File: config.mk
export PLATFORM = sky130hd
export DESIGN_NAME = ge_cell_monitor
export DESIGN_NICKNAME = d
export VERILOG_FILES = /design/src/rtl/ge_mon_pkg.sv /design/src/rtl/ge_ref.sv /design/src/rtl/ge_cell_monitor.sv
export SDC_FILE = /design/constraint.sdc
export NUM_CORES = 1
export LEC_CHECK = 0
export BUFFER_PORTS_ARGS = -buffer_cell sky130_fd_sc_hd__buf_2
export CORE_MARGIN = 10
export CORE_UTILIZATION = 50
export CTS_BUF_LIST = sky130_fd_sc_hd__clkbuf_4 sky130_fd_sc_hd__clkbuf_8 sky130_fd_sc_hd__clkbuf_16
export DETAILED_ROUTE_END_ITERATION = 12
export GPL_TIMING_DRIVEN = 0
export PLACE_DENSITY = 0.79
export SLEW_MARGIN = 20
export SYNTH_ARGS = -nofsm -noshare
export SYNTH_HDL_FRONTEND = slang
export SYNTH_SLANG_ARGS = --single-unit
File: constraint.sdc
create_clock -name clk -period 1.93 [get_ports clk]
set_clock_uncertainty 0.05 [all_clocks]
set_input_delay 0.193 -clock clk [delete_from_list [all_inputs] [get_ports clk]]
set_output_delay 0.193 -clock clk [all_outputs]
set_load 0.05 [all_outputs]
File: src/rtl/ge_mon_pkg.sv
// Shared types and defaults for the greater-or-equal cell monitor.
package ge_mon_pkg;

    localparam int DEF_WIDTH = 4;
    localparam int DEF_CNT_W = 8;

    // Session state; the encoding is also visible on the debug port.
    typedef enum logic [1:0] {
        ST_IDLE = 2'd0,
        ST_RUN  = 2'd1,
        ST_DONE = 2'd2
    } mon_state_e;

endpackage

File: src/rtl/ge_ref.sv
// Golden unsigned greater-or-equal comparator used as the reference.
module ge_ref #(
    parameter int WIDTH = 4
) (
    input  logic [WIDTH-1:0] a,
    input  logic [WIDTH-1:0] b,
    output logic             expected
);

    // Full-width unsigned compare, no sign interpretation.
    assign expected = (a >= b);

endmodule

File: src/rtl/ge_cell_monitor.sv
// Response checker for a greater-or-equal cell: counts checked samples and
// mismatches, captures the first mismatch and holds a sticky error flag.
//
// Handshake: sample_valid qualifies a, b and ge_out for exactly the cycle it
// is high; there is no ready, every valid sample is consumed in RUN.
module ge_cell_monitor
    import ge_mon_pkg::*;
#(
    parameter int WIDTH = DEF_WIDTH,
    parameter int CNT_W = DEF_CNT_W
) (
    input  logic             clk,
    input  logic             rst_n,
    input  logic             start,
    input  logic             stop,
    input  logic             sample_valid,
    input  logic [WIDTH-1:0] a,
    input  logic [WIDTH-1:0] b,
    input  logic             ge_out,
    output logic             busy,
    output logic             done,
    output logic             err,
    output logic [CNT_W-1:0] check_cnt,
    output logic [CNT_W-1:0] err_cnt,
    output logic [WIDTH-1:0] first_a,
    output logic [WIDTH-1:0] first_b,
    output logic [CNT_W-1:0] first_idx,
    output logic [1:0]       dbg_state
);

    localparam logic [CNT_W-1:0] CNT_MAX = '1;
    localparam logic [CNT_W-1:0] CNT_ONE = CNT_W'(1);

    mon_state_e       state_q, state_d;
    logic [CNT_W-1:0] check_q, check_d;
    logic [CNT_W-1:0] errc_q, errc_d;
    logic             err_q, err_d;
    logic [WIDTH-1:0] fa_q, fa_d;
    logic [WIDTH-1:0] fb_q, fb_d;
    logic [CNT_W-1:0] fidx_q, fidx_d;
    logic             expected;
    logic             mismatch;

    ge_ref #(.WIDTH(WIDTH)) u_ref (
        .a        (a),
        .b        (b),
        .expected (expected)
    );

    assign mismatch = (ge_out != expected);

    // Next state, session clear, counting and first-mismatch capture.
    always_comb begin
        state_d = state_q;
        check_d = check_q;
        errc_d  = errc_q;
        err_d   = err_q;
        fa_d    = fa_q;
        fb_d    = fb_q;
        fidx_d  = fidx_q;

        case (state_q)
            ST_IDLE: if (start) state_d = ST_RUN;
            ST_RUN:  if (!start && stop) state_d = ST_DONE;
            ST_DONE: if (start) state_d = ST_RUN;
            default: state_d = ST_IDLE;
        endcase

        if (start) begin
            // start wins over stop and discards a coincident sample.
            check_d = '0;
            errc_d  = '0;
            err_d   = 1'b0;
            fa_d    = '0;
            fb_d    = '0;
            fidx_d  = '0;
        end else if (state_q == ST_RUN && sample_valid) begin
            if (check_q != CNT_MAX) check_d = check_q + CNT_ONE;
            if (mismatch) begin
                if (errc_q != CNT_MAX) errc_d = errc_q + CNT_ONE;
                if (!err_q) begin
                    fa_d   = a;
                    fb_d   = b;
                    fidx_d = check_q;
                    err_d  = 1'b1;
                end
            end
        end
    end

    // State and result registers with asynchronous clear.
    always_ff @(posedge clk or negedge rst_n) begin
        if (!rst_n) begin
            state_q <= ST_IDLE;
            check_q <= '0;
            errc_q  <= '0;
            err_q   <= 1'b0;
            fa_q    <= '0;
            fb_q    <= '0;
            fidx_q  <= '0;
        end else begin
            state_q <= state_d;
            check_q <= check_d;
            errc_q  <= errc_d;
            err_q   <= err_d;
            fa_q    <= fa_d;
            fb_q    <= fb_d;
            fidx_q  <= fidx_d;
        end
    end

    assign busy      = (state_q == ST_RUN);
    assign done      = (state_q == ST_DONE);
    assign err       = err_q;
    assign check_cnt = check_q;
    assign err_cnt   = errc_q;
    assign first_a   = fa_q;
    assign first_b   = fb_q;
    assign first_idx = fidx_q;
    assign dbg_state = state_q;

endmodule

# Yosys cells after proc, flatten, opt, wreduce, memory -nomap -nowiden
# Index checks and enable logic that the tools add are counted.
op_classes:
  add_sub_neg: 2
  magnitude_cmp: 1
  bitwise: 0
  n_shift: 0
  reduce_logical: 14
  mul: 0
  muxes: 25
  n_eq_ne: 8
  n_div: 0
ops:
  columns: ["op", "n"]
  rows:
  - ["$mux 8", 11]
  - ["$mux 4", 8]
  - ["$add 8x1->8 const B", 2]
  - ["$ne 8x8->1 const B", 2]
  - ["$reduce_bool 2->1", 4]
  - ["$reduce_and 2->1", 3]
  - ["$reduce_and 3->1", 2]
  - ["$ge 4x4->1", 1]
  - ["$mux 2", 2]
  - ["$ne 2x1->1 const B", 2]
  - ["$pmux 2 s2", 1]
  - ["$mux 1", 3]
  - ["$eq 2x1->1 const B", 1]
  - ["$eq 2x2->1 const B", 1]
  - ["$logic_and 1x1->1", 2]
  - ["$logic_not 2->1", 1]
  - ["$ne 2x2->1 const B", 1]
  - ["$reduce_or 2->1", 1]
  - ["$logic_not 1->1", 1]
  - ["$ne 1x1->1", 1]
totals:
  output_inout_bits: 37
  inputBits: 14
  wordCells: 57
  reg_bits: 35
  latchBits: 0
  rom_bits: 0
  n_memories: 0
  ram_bits: 0

# Logic depth before layout (Yosys ltp)
# Gate-level depths: netlist (run 1).
logic_depth:
  word_depth: 5
  ltp_mapped: 10
  depth_no_buf: 8

# By module
# A second synthesis (run 1) with hierarchy kept.
hier_totals:
  cells_unflattened: 190
  area_unflattened_um2: 1746.7
modules_own_cells:
  columns: ["module", "seq_area_each_um2", "area_per_inst_um2", "cells_each", "instances"]
  rows:
  - ["ge_cell_monitor", 875.8, 1646.6, 177, 1]
  - ["ge_ref", 0.0, 100.1, 13, 1]

# Least setup slack after synthesis (run 1)
# OpenSTA, ideal clock, no wires.
synth_path:
  path_type: "register -> register"
  startpoint: "reg state_q[0] (netlist: dbg_state[0])"
  endpoint: "reg fidx_q[5] (netlist: first_idx[5])"
  path_buffers: 2
  t_required_ns: 1.748
  t_arrival_ns: 2.081
  synth_period_minus_slack_ns: 2.263
  path_stages_with_launch: 8
  setup_time_ns: 0.132
  slack_ns: -0.333
  cell_sequence: "dfrtp_1 > and2b_1 > nand2_1 > a211o_1 > buf_6 > buf_12 > mux2i_1 > nor2_1"
synth_via:
  elab_chain_len: 4
synth_lines:
  columns: ["element", "line", "source"]
  rows:
  - ["start: declaration", "ge_cell_monitor.sv:34", "mon_state_e state_q, state_d;"]
  - ["start signal: assignment", "ge_cell_monitor.sv:102", "state_q <= state_d;"]
  - ["$eq 2x1->1", null, null]
  - ["via busy", "ge_cell_monitor.sv:20", "output logic busy,"]
  - ["$logic_and 1x1->1", "ge_cell_monitor.sv:77", "end else if (state_q == ST_RUN && sample_valid) begin"]
  - ["$reduce_bool 2->1 (no line)", null, null]
  - ["$reduce_and 3->1 (no line)", null, null]
  - ["end signal: assignment", "ge_cell_monitor.sv:108", "fidx_q <= fidx_d;"]
  - ["end: declaration", "ge_cell_monitor.sv:40", "logic [CNT_W-1:0] fidx_q, fidx_d;"]
# The timed path passes the listed nets, and every way through them passes these cells.
# A chain may end at the register's enable or synchronous reset.

# Final worst setup path (run 1)
layout_path:
  startpoint: "reg state_q[1] (netlist: dbg_state[1])"
  endpoint: "reg errc_q[7] (netlist: err_cnt[7])"
layout_via:
  elab_chain_len: 4
layout_lines:
  columns: ["element", "line", "source"]
  rows:
  - ["$eq 2x1->1", "ge_cell_monitor.sv:77", null]
  - ["$logic_and 1x1->1", "ge_cell_monitor.sv:77", null]
  - ["$reduce_bool 2->1 (no line)", null, null]
  - ["$reduce_and 3->1 (no line)", null, null]
  - ["end signal: assignment", "ge_cell_monitor.sv:104", "errc_q <= errc_d;"]
  - ["end: declaration", "ge_cell_monitor.sv:36", "logic [CNT_W-1:0] errc_q, errc_d;"]
# No other way between the ends.

==> results of run 1 <==
[cells in the mapped netlist (2+ instances only)]
master	instances
nor2_1	33
a211oi_1	2
xor2_1	8
mux2i_1	17
and2b_1	2
buf_2	2
a21oi_1	4
o21ai_2	2
and2_1	3
mux2_1	2
clkbuf_1	4
inv_1	8
nor2b_1	4
and3_1	3
nand2b_1	4
nand2_1	7
ha_1	6
nor4_1	3
dfrtp_1	35
nand3_1	4
nand4_1	6
[cell type report]
class | instances | area (sq um)
inverters | 8 | 30.0
multi-input cells | 127 | 917
flip-flops and latches | 35 | 880
clock buffers | 5 | 68.8
plain buffers | 8 | 56.3
clock inverters | 3 | 20.0
well taps | 48 | 60.1
fillers | 301 | 1310
repair buffers | 51 | 260
[final timing paths]
| path | endpoint | slack, ps | depth (start not counted) |
|---|---|---|---|
| worst max-delay path | err_cnt[7]$_DFFE_PN0P_ | 150 | 7 |
| worst min-delay path | dbg_state[1]$_DFFE_PN0P_ | 100 | 3 |
| worst max register to register | err_cnt[7]$_DFFE_PN0P_ | 150 | 7 |
| worst min register to register | dbg_state[0]$_DFFE_PN0P_ | 450 | 1 |
| max in group asynchronous | dbg_state[1]$_DFFE_PN0P_ | 850 | 2 |
| min in group asynchronous | first_b[3]$_DFFE_PN0P_ | 450 | 2 |
[cells in the final DEF, fill, tap and decap left out, types with 4 or more instances in the layout]
cell type / n
nand2b_1: 4
clkbuf_1: 4
a21oi_1: 4
clkbuf_8: 5
nand3_1: 4
buf_2: 52
nand2_1: 6
dfrtp_1: 32
mux2i_1: 17
xor2_1: 8
nor2_1: 31
inv_1: 8
nand4_1: 6
ha_1: 6
nor2b_1: 4
[per-stage QoR]
stage | utilization, % | cell area, sq um
6_report | 63.6 | 2290
3_3_place_gp | 59.9 | 2160
5_1_grt | 63.6 | 2290
3_5_place_dp | 59.9 | 2160
4_1_cts | 62.7 | 2260
2_1_floorplan | - | 1850
[kinds of logic (layout without fill, tap and decap cells)]
group,count (synthesis),in the layout,share of synthesized area [%]
buffers and inverters,16,75,4.68
adder cells (fa/ha/maj),6,6,4.07
XOR/XNOR,8,8,3.80
multiplexers,20,20,11.1
AND/OR/NAND/NOR,75,75,21.4
AO/OA/AOI/OAI,18,18,7.53
flip-flops,35,35,47.5
[registers in the layout, summed over array words and instances (netlist names)]
signal     flops
check_cnt      8
dbg_state      2
err            1
err_cnt        8
first_a        4
first_b        4
first_idx      8
[worst register-to-register path, stage by stage, from the launching register on]
cell	delay [ps]
dfrtp_2	430
and3b_1	210
buf_2	170
nand4_1	130
nor4_2	240
nor2_2	100
nor4_2	230
o21bai_1	140
[power groups by stage]
stage / clock, W / sequential (W) / combinational (W)
finish: 0.000529 / 0.000793 / 0.000375
global route: 0.000576 / 0.000798 / 0.000406
CTS: 0.000543 / 0.000794 / 0.000374
detailed placement: 0 / 0.000808 / 0.000372
global placement: 0 / 0.000806 / 0.000367
floorplan: 0 / 0.000905 / 0.000170
[layer usage]
metal	part of all wire (%)	vias to the layer above	GRT usage [%]
li1	-	721	-
met1	43	720	15.9
met2	46	44	21.2
met3	9.1	6	6.07
met4	2.0	0	6.92
met5	0	-	0
[repair_timing]
item,in CTS,in global routing
endpoints found under the setup margin,0,3
endpoints found under the hold margin,35,0
setup buffers,0,0
hold buffers,1,0
gates resized for setup,0,6
==> run metrics, run 1 <==
Post-synth EDFFs=0; ys flop type=dfrtp_1; CP endpoint kind=flop; Crit path max-delay family=simple AND/OR/NAND/NOR gates; Hold Violations, Final=0; Tcrit/Tclk final=92.4%; yosys warns=0; CTS tree=done; antenna violations before repair=0; Cell variety after synth=40; Setup Viol. Count Final=0; DRC=0; Worst Path Arrival=1950 ps; Synth Net Count=198; Cell Area, Synth=1840 sq um; setup TNS=0 ps; total track usage=13.7%; synthesized instance count=178; Buf/Inv on CP=1; Critical Path RT=2100 ps; Comb pwr share=22.1%; layout cell share with drive strength beyond 1=32.9%; CP Max Fanout=6; CP Cell Sequence=and3b_1, buf_2, nand4_1, nor4_2, nor2_2, nor4_2, o21bai_1; clock power share=31.2%; vias in the first global route=1524; Syn Area/Cell=10.4 sq um; DP HPWL=3240 um; overall power=0.00170 W; 1st-pass router iterations=4; Worst path max stage delay=430 ps; DRT iter0 DRCs=54; drt via density=5.23; min cycle time layout=1780 ps; switching pwr=0.000566 W; Pleak=1.27 nW; htree depth=2; Num CTS Buffers=5; row cnt=22; CTS clk-pin slew, worst paths=70 ps; largest net degree at the start of global routing=36; Die Ht=80.7 um; Switching Share=33.3%; Initial Utilization=51.1%; Ant. Diodes=0; Final Net Count=256; Synth top area share=47.5%; CP max stage cell=dfrtp_2; Routed Wire Length=4350 um; VDD IR-drop max=0.471 mV; io pins=51; worst slack, placed=-77.6 ps; area delta synth->final=24.3%; first-pass GRT wire length=7010 um; worst hold path type=in2reg; cell taking the most area after synthesis=dfrtp_1; f_max=561 MHz; CTS Root Cell=clkbuf_8; Worst path most repeated cell=nor4_2; vias=1491; sinks on the clock net=35; die extent in x=80.7 um; core box area=3610 sq um; FF+latch count, synth=35; Least-Margin Pin Slew=760 ps; Final WS setup=146 ps; GR Overflow Total=0; Slew Limit Fails=0; Post-synth ARST share=100%; register share of total power=46.7%; Worst slew margin=49.3%; Die ar.=6520 sq um; hold wc startpoint=stop; Power Internal=0.00113 W; Max-Cap Viols=0; gpl congestion=0.855; Worst setup SP type=flop; Clock Tree Buf Depth=2; top post-synthesis cells by area=dfrtp_1, mux2i_1, nor2_1; status=finished, final reports clean; PortBufs=50; crit path kind=reg2reg; placed cells=276; Setup crit start=dbg_state[1]$_DFFE_PN0P_; clock latency on the worst-skew pair=290 ps; register area share after synthesis=47.5%; reg-to-reg startpoint=dbg_state[1]$_DFFE_PN0P_; antenna-violating nets left=0; hold slack=105 ps; pwr dens=741 nW/um^2; post-route non-filler standard cell count=285; drt wl/cell=15.2 um
Note: power is estimated with default switching activity, not from simulation.
==> run 2: changes to the inputs <==
--- a/config.mk
+++ b/config.mk
@@ -5,13 +5,13 @@
 export SDC_FILE = /design/constraint.sdc
 export NUM_CORES = 1
 export LEC_CHECK = 0
-export BUFFER_PORTS_ARGS = -buffer_cell sky130_fd_sc_hd__buf_2
 export CORE_MARGIN = 10
 export CORE_UTILIZATION = 50
 export CTS_BUF_LIST = sky130_fd_sc_hd__clkbuf_4 sky130_fd_sc_hd__clkbuf_8 sky130_fd_sc_hd__clkbuf_16
 export DETAILED_ROUTE_END_ITERATION = 12
+export DONT_BUFFER_PORTS = 1
 export GPL_TIMING_DRIVEN = 0
-export PLACE_DENSITY = 0.79
+export PLACE_DENSITY = 0.67
 export SLEW_MARGIN = 20
 export SYNTH_ARGS = -nofsm -noshare
 export SYNTH_HDL_FRONTEND = slang
==> constraint.sdc (replaced) <==
create_clock -name clk -period 1.7 [get_ports clk]
set_clock_uncertainty 0.05 [all_clocks]
set_input_delay 0.17 -clock clk [delete_from_list [all_inputs] [get_ports clk]]
set_output_delay 0.17 -clock clk [all_outputs]
set_load 0.05 [all_outputs]
==> run metrics, run 2 (synthesis gave the netlist of run 1 again) <==
row cnt=22 (unchanged); fin area=2380 sq um (+3.7%); DRT iter0 DRCs=44 (-19%); Tcrit/Tclk final=117% (+24 points); Worst setup SP type=flop; min cycle time layout=1990 ps (+203 ps); Least-Margin Pin Slew=593 ps (-167 ps); VDD IR-drop max=0.450 mV (-4.5%); hold depth=2 (-1); GR Overflow Total=0 (unchanged); violated checks=setup timing; Setup Viol. Count Final=28 (+28); placed cells=226 (-18%); Worst Path Arrival=2090 ps (+140 ps); Clock Tree Buf Depth=2 (unchanged); antenna-violating nets left=0 (unchanged); vias=1406 (-5.7%); Pleak=1.12 nW (-12%); fill cell count=269 (-11%); DP Area=1950 sq um (-9.8%); worst hold path type=in2reg; Die ar.=6520 sq um (unchanged); clock latency on the worst-skew pair=290 ps (about the same); cells on worst reg2reg path=6 (-1); htree depth=2 (unchanged); Max-Cap Viols=0 (unchanged); hold slack=9.03 ps (-95.7 ps); unrepaired setup endpoints after global routing=true; CP Cell Sequence=and2b_4, nand2_4, a211o_4, clkbuf_16, mux2i_1, nor2_1; status=finished, violations left; clock power share=32.9% (+1.7 points); pwr dens=859 nW/um^2 (+16%); most common cell after layout, fill and taps aside=nor2_1; largest net degree at the start of global routing=36 (unchanged); Final WS setup=-287 ps (-433 ps); CTS clk-pin slew, worst paths=70 ps (about the same); drt via density=5.62 (+7.5%); Buf/Inv on CP=1 (unchanged); CP max stage cell=dfrtp_2; PortBufs=0 (-100%); Num CTS Buffers=5 (unchanged); die extent in x=80.7 um (unchanged); most frequent cells in the layout=nor2_1, dfrtp_1, mux2i_1; first-pass GRT wire length=7310 um (+4.2%); Crit path max-delay family=simple AND/OR/NAND/NOR gates; Worst slew margin=60.3% (+11 points); gpl congestion=0.814 (-4.8%); antenna violations before repair=0 (unchanged); Crit path depth=6 (-1); Hold Violations, Final=0 (unchanged); CTS Root Cell=clkbuf_8; Power Internal=0.00140 W (+23%); Critical Path RT=1810 ps (-290 ps); f_max=503 MHz (-10%); core box area=3610 sq um (unchanged); 1st-pass router iterations=4 (unchanged); CP Max Fanout=5 (-1); Routed Wire Length=4530 um (+4.1%); io pins=51 (unchanged); DRC=0 (unchanged); Switching Share=31.6% (-1.7 points); crit path kind=reg2reg; Slew Limit Fails=0 (unchanged); Final Net Count=221 (-14%); post-route non-filler standard cell count=250 (-12%); sinks on the clock net=35 (unchanged); Ant. Diodes=0 (unchanged); Worst path max stage delay=530 ps (+100 ps); Comb pwr share=16.3% (-5.8 points); Initial Utilization=51.1% (unchanged); area delta synth->final=28.8%; CP endpoint kind=flop; layout cell share with drive strength beyond 1=33.7% (+0.75 points); total track usage=14.2% (+0.46 points); switching pwr=0.000646 W (+14%); Die Ht=80.7 um (unchanged); DP HPWL=3140 um (-2.9%); drt wl/cell=18.1 um (+19%); CTS tree=done; register share of total power=50.8% (+4.1 points); vias in the first global route=1433 (-6.0%)
run 2: cell types whose count changed in the layout (fill, tap and decap cells not counted), sizes merged:
cell         change
clkinvlp         -1
dlygate4sd3      +6
buf             -42
clkinv           -1
clkbuf           +3
run 2: path summary, 6_finish.rpt:
kind	endpoint	from	slack, ps
hold reg to reg	dbg_state[0]$_DFFE_PN0P_	dbg_state[1]$_DFFE_PN0P_	630
max in group asynchronous	check_cnt[3]$_DFFE_PN0P_	rst_n	1120
min in group asynchronous	first_a[3]$_DFFE_PN0P_	rst_n	280
setup reg to reg	first_a[2]$_DFFE_PN0P_	dbg_state[1]$_DFFE_PN0P_	-290
hold / removal	first_a[2]$_DFFE_PN0P_	a[2]	9
setup / recovery	first_a[2]$_DFFE_PN0P_	dbg_state[1]$_DFFE_PN0P_	-290
run 2: cell type report:
type                       instances  area [sq um]  area share, %
inverter                           8          30.0           1.26
sequential                        35           905           38.1
tap                               48          60.1           2.53
clock inverter                     1          7.51          0.316
multi-input combinational        127          1030           43.2
clock buffer                       7          96.3           4.05
timing repair buffer              18           210           8.85
buffer                             6          40.0           1.69
run 2: per-stage QoR:
step	total power, W	util (%)	setup slack (ps)	setup TNS (ps)
2_1_floorplan	0.00123	-	-175	-2190
3_3_place_gp	0.00127	54.0	-270	-4890
3_5_place_dp	0.00128	54.0	-309	-5370
4_1_cts	0.00203	63.5	-282	-5460
5_1_grt	0.00214	65.9	-362	-7770
6_report	0.00204	65.9	-287	-5450
run 2: power by group through the flow:
stage,registers [W],logic (W),clock network [W]
floorplan,0.00103,0.000196,0
global placement,0.00105,0.000222,0
detailed placement,0.00105,0.000230,0
CTS,0.00104,0.000312,0.000685
global route,0.00104,0.000369,0.000724
finish,0.00104,0.000333,0.000672
run 2: what timing repair did:
action                                 CTS  global route
pin swaps                               11            14
setup endpoints to repair               30            32
endpoints found under the hold margin   41             0
hold buffers                             8             0
cloned                                   0             1
buffers inserted                         7             2
resized for setup                       22            13
run 2: layer usage:
metal / routed length, um / track usage [%] / up-vias
met5: 0 / 0 / -
met4: 52 / 4.67 / 0
met3: 488 / 6.18 / 6
met2: 2160 / 22.7 / 48
met1: 1820 / 16.8 / 696
li1: - / - / 656
